### src/rtl/dbg_pkg.sv
// dbg_pkg: shared types for the debug trace buffer.
//   dbg_rec_t   - one retired-instruction record (packed, REC_W bits, pc in the MSBs)
//   dbg_state_e - capture state machine encoding, visible on the top-level state port
//   REC_W       - width of a packed record
//   PC_LSB      - bit position of the pc field LSB inside a packed record
package dbg_pkg;

  typedef struct packed {
    logic [31:0] pc;
    logic [6:0]  op;
    logic [4:0]  rd;
    logic [31:0] result;
    logic        dmem_we;
    logic [31:0] dmem_addr;
    logic [31:0] dmem_wd;
    logic        regwrite;
  } dbg_rec_t;

  localparam int REC_W  = 142;
  localparam int PC_LSB = REC_W - 32;

  typedef enum logic [1:0] {
    ST_IDLE    = 2'd0,
    ST_CAPTURE = 2'd1,
    ST_POST    = 2'd2,
    ST_FROZEN  = 2'd3
  } dbg_state_e;

endpackage

### src/rtl/dbg_trace_ram.sv
// dbg_trace_ram: DEPTH x W record storage.
//   clk   - clock
//   we    - write enable, write lands on the rising edge
//   waddr - write address
//   wdata - write data
//   raddr - read address
//   rdata - read data, asynchronous (combinational from raddr)
// Contents are intentionally not reset.
module dbg_trace_ram #(
  parameter int DEPTH = 16,
  parameter int W     = 142,
  localparam int AW   = $clog2(DEPTH)
) (
  input  logic          clk,
  input  logic          we,
  input  logic [AW-1:0] waddr,
  input  logic [W-1:0]  wdata,
  input  logic [AW-1:0] raddr,
  output logic [W-1:0]  rdata
);

  logic [W-1:0] mem [DEPTH];

  always_ff @(posedge clk) begin
    if (we) mem[waddr] <= wdata;
  end

  assign rdata = mem[raddr];

endmodule

### src/rtl/dbg_trace_buffer.sv
// dbg_trace_buffer: circular trace of retired-instruction records with
// arm/stop control, PC-match trigger and post-trigger capture window.
//   clk, reset        - clock, synchronous active-high reset
//   cap_valid/cap_rec - record presented for capture
//   arm               - pulse: clear buffer and start capturing
//   stop              - pulse: freeze capture
//   trig_en/trig_pc   - PC-match trigger enable and PC
//   rd_valid/rd_ready - readout handshake, oldest record first
//   rd_rec            - oldest record (combinational from rd_ptr)
//   count             - entries held
//   state             - current dbg_state_e
//   overflow          - sticky, a record was lost or overwritten
//   triggered         - sticky, the trigger fired
// Readout is only offered in IDLE/FROZEN so capture and drain never overlap.
module dbg_trace_buffer
  import dbg_pkg::*;
#(
  parameter int DEPTH     = 16,
  parameter int WRAP      = 1,
  parameter int POST_TRIG = 4,
  localparam int AW       = $clog2(DEPTH),
  localparam int CW       = AW + 1
) (
  input  logic             clk,
  input  logic             reset,
  input  logic             cap_valid,
  input  logic [REC_W-1:0] cap_rec,
  input  logic             arm,
  input  logic             stop,
  input  logic             trig_en,
  input  logic [31:0]      trig_pc,
  output logic             rd_valid,
  input  logic             rd_ready,
  output logic [REC_W-1:0] rd_rec,
  output logic [CW-1:0]    count,
  output logic [1:0]       state,
  output logic             overflow,
  output logic             triggered
);

  dbg_state_e    st;
  logic [AW-1:0] wr_ptr, rd_ptr;
  logic [AW-1:0] post_cnt;

  logic capturing, full, wr_en, drop, pop, trig_hit, rd_side;

  assign capturing = (st == ST_CAPTURE) || (st == ST_POST);
  assign full      = (count == CW'(DEPTH));

  // Full with WRAP=0 discards the new record; with WRAP=1 it overwrites
  // the oldest one and the read pointer follows the write pointer.
  assign wr_en = capturing && cap_valid && !arm && !reset && (!full || (WRAP != 0));
  assign drop  = capturing && cap_valid && full && (WRAP == 0);

  // Only CAPTURE arms the comparator, so matches during POST are ignored.
  assign trig_hit = (st == ST_CAPTURE) && trig_en && cap_valid &&
                    (cap_rec[REC_W-1:PC_LSB] == trig_pc);

  assign rd_side  = (st == ST_IDLE) || (st == ST_FROZEN);
  assign rd_valid = rd_side && (count != '0);
  assign pop      = rd_valid && rd_ready;
  assign state    = st;

  dbg_trace_ram #(
    .DEPTH (DEPTH),
    .W     (REC_W)
  ) u_ram (
    .clk   (clk),
    .we    (wr_en),
    .waddr (wr_ptr),
    .wdata (cap_rec),
    .raddr (rd_ptr),
    .rdata (rd_rec)
  );

  always_ff @(posedge clk) begin
    if (reset) begin
      st        <= ST_IDLE;
      wr_ptr    <= '0;
      rd_ptr    <= '0;
      count     <= '0;
      post_cnt  <= '0;
      overflow  <= 1'b0;
      triggered <= 1'b0;
    end else if (arm) begin
      // arm outranks stop, trigger and pop in every state
      st        <= ST_CAPTURE;
      wr_ptr    <= '0;
      rd_ptr    <= '0;
      count     <= '0;
      post_cnt  <= '0;
      overflow  <= 1'b0;
      triggered <= 1'b0;
    end else begin
      // write side (only active in CAPTURE/POST)
      if (wr_en) begin
        wr_ptr <= wr_ptr + 1'b1;
        if (full) begin
          rd_ptr   <= rd_ptr + 1'b1;
          overflow <= 1'b1;
        end else begin
          count <= count + 1'b1;
        end
      end else if (drop) begin
        overflow <= 1'b1;
      end

      // read side (only active in IDLE/FROZEN, never overlaps a write)
      if (pop) begin
        rd_ptr <= rd_ptr + 1'b1;
        count  <= count - 1'b1;
      end

      case (st)
        ST_CAPTURE: begin
          if (trig_hit) begin
            triggered <= 1'b1;
            post_cnt  <= AW'(POST_TRIG);
          end
          if (stop || (trig_hit && POST_TRIG == 0)) st <= ST_FROZEN;
          else if (trig_hit)                         st <= ST_POST;
        end
        ST_POST: begin
          // the record that takes the counter to zero is the last one stored
          if (cap_valid) begin
            post_cnt <= post_cnt - 1'b1;
            if (post_cnt == AW'(1)) st <= ST_FROZEN;
          end
          if (stop) st <= ST_FROZEN;
        end
        default: ; // IDLE and FROZEN only leave on arm/reset
      endcase
    end
  end

endmodule

### config.mk
export PLATFORM = sky130hd
export DESIGN_NAME = dbg_trace_buffer
export DESIGN_NICKNAME = d
export VERILOG_FILES = /design/src/rtl/dbg_pkg.sv /design/src/rtl/dbg_trace_ram.sv /design/src/rtl/dbg_trace_buffer.sv
export SDC_FILE = /design/constraint.sdc
export NUM_CORES = 2
export LEC_CHECK = 0
export ABC_AREA = 1
export BUFFER_PORTS_ARGS = -buffer_cell sky130_fd_sc_hd__buf_2
export CORE_ASPECT_RATIO = 1.2
export CORE_MARGIN = 5
export CORE_UTILIZATION = 35
export CTS_BUF_LIST = sky130_fd_sc_hd__clkbuf_8
export DETAILED_ROUTE_END_ITERATION = 10
export MAX_ROUTING_LAYER = met4
export PLACE_DENSITY = 0.51
export SLEW_MARGIN = 20
export SYNTH_ARGS = -nofsm -noshare
export SYNTH_HDL_FRONTEND = slang
export SYNTH_SLANG_ARGS = --single-unit
### constraint.sdc
create_clock -name clk -period 7.7 [get_ports clk]
set_clock_uncertainty 0.2 [all_clocks]
set_input_delay 0.77 -clock clk [delete_from_list [all_inputs] [get_ports clk]]
set_output_delay 0.77 -clock clk [all_outputs]
set_load 0.01 [all_outputs]
Word-level counts from Yosys, hierarchy flattened

Memories as Yosys holds them, arrays and structs flattened. A register that Yosys moved wholly into a read port is not among the register bits.
Cells that the tools add are included.

Flip-flop bits (word level): 21
Bits in latches: 0
RAM bits: 2272
ROM bits: 0
Input port bits: 181
Output and inout port bits: 152
Logic and storage cells: 75
Memories: 1

Memory list:

| memory    | words | bits a word | rd ports | clocked after Yosys merged registers in | write ports | RTL line            | RTL |
|---|---|---|---|---|---|---|---|
| u_ram.mem | 16    | 142         | 1        | 1                                       | 1           | dbg_trace_ram.sv:22 | `logic [W-1:0] mem [DEPTH];` |

$add $sub $neg: 5
Multipliers: 0
Divide/modulo/power cells: 0
Order comparisons: 0
Equality and inequality tests: 15
Shift-type cells: 0
Muxes and demuxes: 20
Bitwise gates (word level): 0
Reduce and logical (&&, ||, !) cells: 26

Operators with widths:

| cell                | count |
|---|---|
| $eq 32x32->1        | 1 |
| $mux 4              | 7 |
| $mux 5              | 3 |
| $mux 2              | 5 |
| $add 4x1->4 const B | 2 |
| $logic_and 1x1->1   | 8 |
| $ne 4x4->1 const B  | 2 |
| $pmux 4 s2          | 1 |
| $reduce_and 2->1    | 4 |
| $reduce_and 4->1    | 2 |
| $ne 3x3->1 const B  | 2 |
| $reduce_bool 2->1   | 3 |
| $add 5x1->5 const B | 1 |
| $eq 5x5->1 const B  | 1 |
| $reduce_bool 5->1   | 1 |
| $sub 5x1->5 const B | 1 |
| $eq 2x2->1 const B  | 2 |
| $eq 4x1->1 const B  | 1 |
| $ne 2x2->1 const B  | 2 |
| $ne 4x3->1 const B  | 1 |
| $pmux 2 s2          | 1 |
| $sub 4x1->4 const B | 1 |
| $mux 1              | 3 |
| $ne 3x2->1 const B  | 1 |
| 8 further kinds     | 10 |

Depth between registers and ports, before layout

Depth in word-level cells: 9
Mapped depth: 14

Hierarchy

Synthesis repeated with hierarchy kept, for this count alone.

Cells, all modules: 8731
Area total of the unflattened synthesis: 95994.6 µm²

By module, submodules not included:

| module           | instances | cells each | area an instance (µm²) | sequential area each (µm²) |
|---|---|---|---|---|
| dbg_trace_ram    | 1         | 8486       | 94338.0                | 68225.4 |
| dbg_trace_buffer | 1         | 245        | 1656.6                 | 420.4 |

Worst setup path before layout

OpenSTA, ideal clock, no wires.

Path type: input to register
From: in arm
To: mem u_ram.mem[0][0] (enable)
Setup time: 0.645 ns
Arrival: 7.210 ns
Required time: 6.855 ns
Slack: -0.356 ns
Stages on the path: 5
Path buffers: 0
Cell sequence: nor2_1 > nand2_1 > inv_1 > nand2_1 > nor2_1

Longest elaborated chain between the ends: 5

Ends and longest elaborated chain:

| what                            | RTL line               | RTL |
|---|---|---|
| from (decl)                     | dbg_trace_buffer.sv:28 | `input logic arm,` |
| $logic_not 1->1                 | dbg_trace_buffer.sv:52 | `assign wr_en = capturing && cap_valid && !arm && !reset && (!full \|\| (WRAP != 0));` |
| $logic_and 1x1->1 (2 in series) | dbg_trace_buffer.sv:52 |  |
| $mux 1                          | dbg_trace_ram.sv:25    | `if (we) mem[waddr] <= wdata;` |
| $mux 1 (implied by the code)    | dbg_trace_ram.sv:25    |  |
| to (decl)                       | dbg_trace_ram.sv:22    |  |

No other way between the ends.

==> impl_results.md <==
- Final Wtd Congestion: 0.7450
- Max Cap Viol: 0
- Peak Freq: between 0.15 and 0.2 GHz
- R2r startpoint: state[1]$_SDFFE_PP0P_
- Clock Tree Root: clkbuf_8
- Multi-input logic area: roughly 0.018 mm²
- Req. time, crit path: 6.73 ns
- FF-to-FF path depth: 15
- Htree depth: 5
- Final HPWL DP: 128,300 µm
- Routed Antenna Nets: 0
- Mapped Nets: about 6,600
- Antenna violations before repair: 37
- Synth Cell Area: 0.08888 mm²
- Count of buffer and inverter cells on the critical path: 3
- Critical hold path startpoint: cap_rec[127]
- Initial DRC Count: 5,230
- Crit. End Element: output port
- Clk_lat worst skew: a little under 1 ns
- DRC: 0
- Max Slew Vio Count: 0
- Unrepaired setup endpoints after global routing: no
- Worst Setup Start Kind: flop
- Worst Tran Pin Value: 1.145 ns
- Tot GR Track Use: 19.88%
- Inst Count DP: 9,698
- Pwr per Cell Area: between 200 and 250 mW/mm²
- Clock Tree Buf Depth: 4
- CP max FO: slightly below 90
- Status: finished, final reports clean
- Crit Path Class: flop to output port
- Post-layout min period: 5.945 ns
- Largest net degree at the start of global routing: 254
- Die Wd: 470.0 µm
- Vias/cell: 5.379
- Cts bufs inserted: about 380
- Worst Hold Depth: 1
- Port Buf Inserts: roughly 330
- Syn Area/Cell: 13.92 µm²
- Fill cells: 23,410
- Final hold violation count: 0
- R2R setup slack: 2.97 ns
- Hold EP: u_ram.mem[9][127]$_DFFE_PP_
- Register area share after synthesis: 77.33%
- First drt pass iteration count: 5
- Slowest-stage cell, CP: dfxtp_4
- Vias in the first global route: 55,813
- Yosys cell types: 37
- Slowest stage delay, CP: just over 0.9 ns
- Fin nets: just over 7,000
- Final setup viols: 0
- Leak: 33.42 nW
- CTS sink count: about 2,300
- CTS tree: yes
- Final WL: 265,900 µm
- Crit-path cells: buf_4, buf_4, o21ai_0, o22ai_1, o21ai_0, o21ai_0, buf_2
- WL/cell: 25.21 µm
- Starting density of the core: between 30% and 40%
- Worst flop-to-flop path endpoint: state[0]$_SDFFE_PP0P_
- Post-synth top area share: 76.76%
- Delay-heaviest family, CP: buffers and inverters
- Warnings from Yosys: 0
- Area delta synth->final: 15.20%
- Fin Setup TNS: 0 ns
- Worst slew margin: about a quarter
- Grt ovf: 0
- Clock slew at the register clock pins of the worst setup and hold paths: ~0.060 ns
- Core area: between 0.2 and 0.3 mm²
- Top-level I/O count: between 300 and 400
- Synth area leaders: edfxtp_1 77%, o21ai_0 7.1%, nor2_1 5.4%
- Peak supply drop: 134.2 µV
- Final std cells w/o fill: 10,548
- HP Class: input pin to flop
- Layout cells sized above 1: 12.50%
- Critical Path Most Common Cell: o21ai_0
- Yosys top cell by area: edfxtp_1
- Rows: 202
- Final period utilization: 77.20%
- Die H: approximately 560 µm
- Vias: 56,737
- Count of state elements after synthesis: between 2,000 and 2,500
- Worst EP arrival: 4.97 ns
- Cell count after synthesis: 6,383
- Die ar.: 0.2642 mm²
- First-pass GRT wire length: 384,700 µm
- Register area: 0.06874 mm²
[cell type report]
cell class                      count  share of cell area (%)
Sequential cell                  2297                   67.14
Multi-Input combinational cell   3571                   17.71
Clock buffer                      379                   5.095
Timing Repair Buffer              568                   4.129
Tap cell                         3366                   4.113
Clock inverter                    292                   1.545
Inverter                           45                  0.1943
Antenna cell                       30                 0.07332
[cell usage in the layout, fill, tap and decap left out, types with 32 or more instances in the layout]
cell / synthesis / layout
edfxtp_1: 2272 / 2272
nor2_1: 1288 / 1272
o21ai_0: 1263 / 1263
o22ai_1: 391 / 391
clkbuf_8: 0 / 379
buf_2: 116 / 332
o221ai_1: 237 / 237
inv_1: 41 / 148
dlygate4sd3_1: 0 / 148
clkinv_1: 2 / 118
nand2_1: 107 / 107
nand3_1: 73 / 73
o211ai_1: 63 / 63
buf_4: 6 / 54
o21ai_1: 49 / 49
clkinv_2: 0 / 32
buf_12: 0 / 32
[worst max-delay path by stage]
stage | end | slack, ns | cells after the start
3_5_place_dp | rd_rec[24] | 2.66 | 7
3_3_place_gp | rd_rec[24] | 2.66 | 7
4_1_cts | rd_rec[24] | 1.56 | 7
2_1_floorplan | u_ram.mem[0][0]$_DFFE_PP_ | -0.36 | 5
6_report | rd_rec[24] | 1.76 | 7
5_1_grt | rd_rec[24] | 1.37 | 7
[cell usage after synthesis (all sizes together)]
master	n
ha	12
or2	2
nor2	1288
nand4	5
and2	1
clkinv	2
o21a	2
xnor2	20
fa	1
o31ai	1
dfxtp	25
and3	1
o32ai	6
buf	142
nor4	1
o211ai	63
nand2	107
a21oi	15
nor3	4
o21bai	1
clkbuf	328
o221ai	237
mux2i	15
a31o	1
xor2	8
o22ai	391
a31oi	3
o21ai	1312
nand3	73
inv	43
edfxtp	2272
a2111oi	1
[per-layer routing]
metal / up-vias / track usage, % / share of wire (%)
met5: - / - / 0
met4: 0 / 5.712 / 2.6
met3: 389 / 2.943 / 5.5
met2: 1850 / 32.52 / 49
met1: 29116 / 25.94 / 43
li1: 25382 / - / -
[timing repair]
item | 4_1_cts | 5_1_grt
resized for setup | 0 | 0
hold endpoints to repair | 2230 | 0
buffers inserted | 0 | 0
hold buffers | 148 | 0
[power by group]
group	switching, mW	internal [mW]
combinational	0.650	0.272
sequential	0.0132	13.8
clock	4.89	4.92
[stage by stage]
stage | hold WS (ns) | setup slack (ns) | cell area [µm²] | utilization [%] | power, mW
global placement | 0.2471 | 2.656 | 93970 | 37.22 | 14.89
CTS | 0.07183 | 1.561 | 102300 | 40.51 | 24.82
global route | 0.09400 | 1.373 | 102400 | 40.54 | 25.48
finish | 0.1575 | 1.755 | 102400 | 40.55 | 24.51
floorplan | 0.2363 | -0.3556 | 88880 | - | 14.43
detailed placement | 0.2481 | 2.661 | 94000 | 37.23 | 14.90
[state kept, by name (all words and copies together) (netlist names), named ones only]
register and flops:
count 5, overflow 1, post_cnt 4, rd_ptr 4, state 2, triggered 1, u_ram.mem 2272, wr_ptr 4
[cells by family (layout without fill, tap and decap cells)]
logic type	Yosys count	in the layout	share of synthesized area, %
simple gates	1482	1482	6.396
flops	2297	2297	77.33
mux	15	15	0.1689
other cells	0	30	0
fa+ha+maj	13	13	0.1915
compound gates	2033	2033	13.23
xor+xnor	28	28	0.2759
buf+inv	515	1284	2.414
[worst reg2reg max path, stage by stage (launching register included)]
cell and delay (ns):
dfxtp_1 0.32, inv_1 0.08, ha_1 0.21, nand2_1 0.07
nor2_1 0.49, nand2_1 0.42, nor2_1 0.19, nand3_1 0.11
nor2_1 0.23, nand3_1 0.63, nand3_1 0.33, nand4_1 0.10
nand2_1 0.07, dlygate4sd3_1 0.55, nor2_1 0.04, dlygate4sd3_1 0.54
Power figures use the tool's default switching activity.
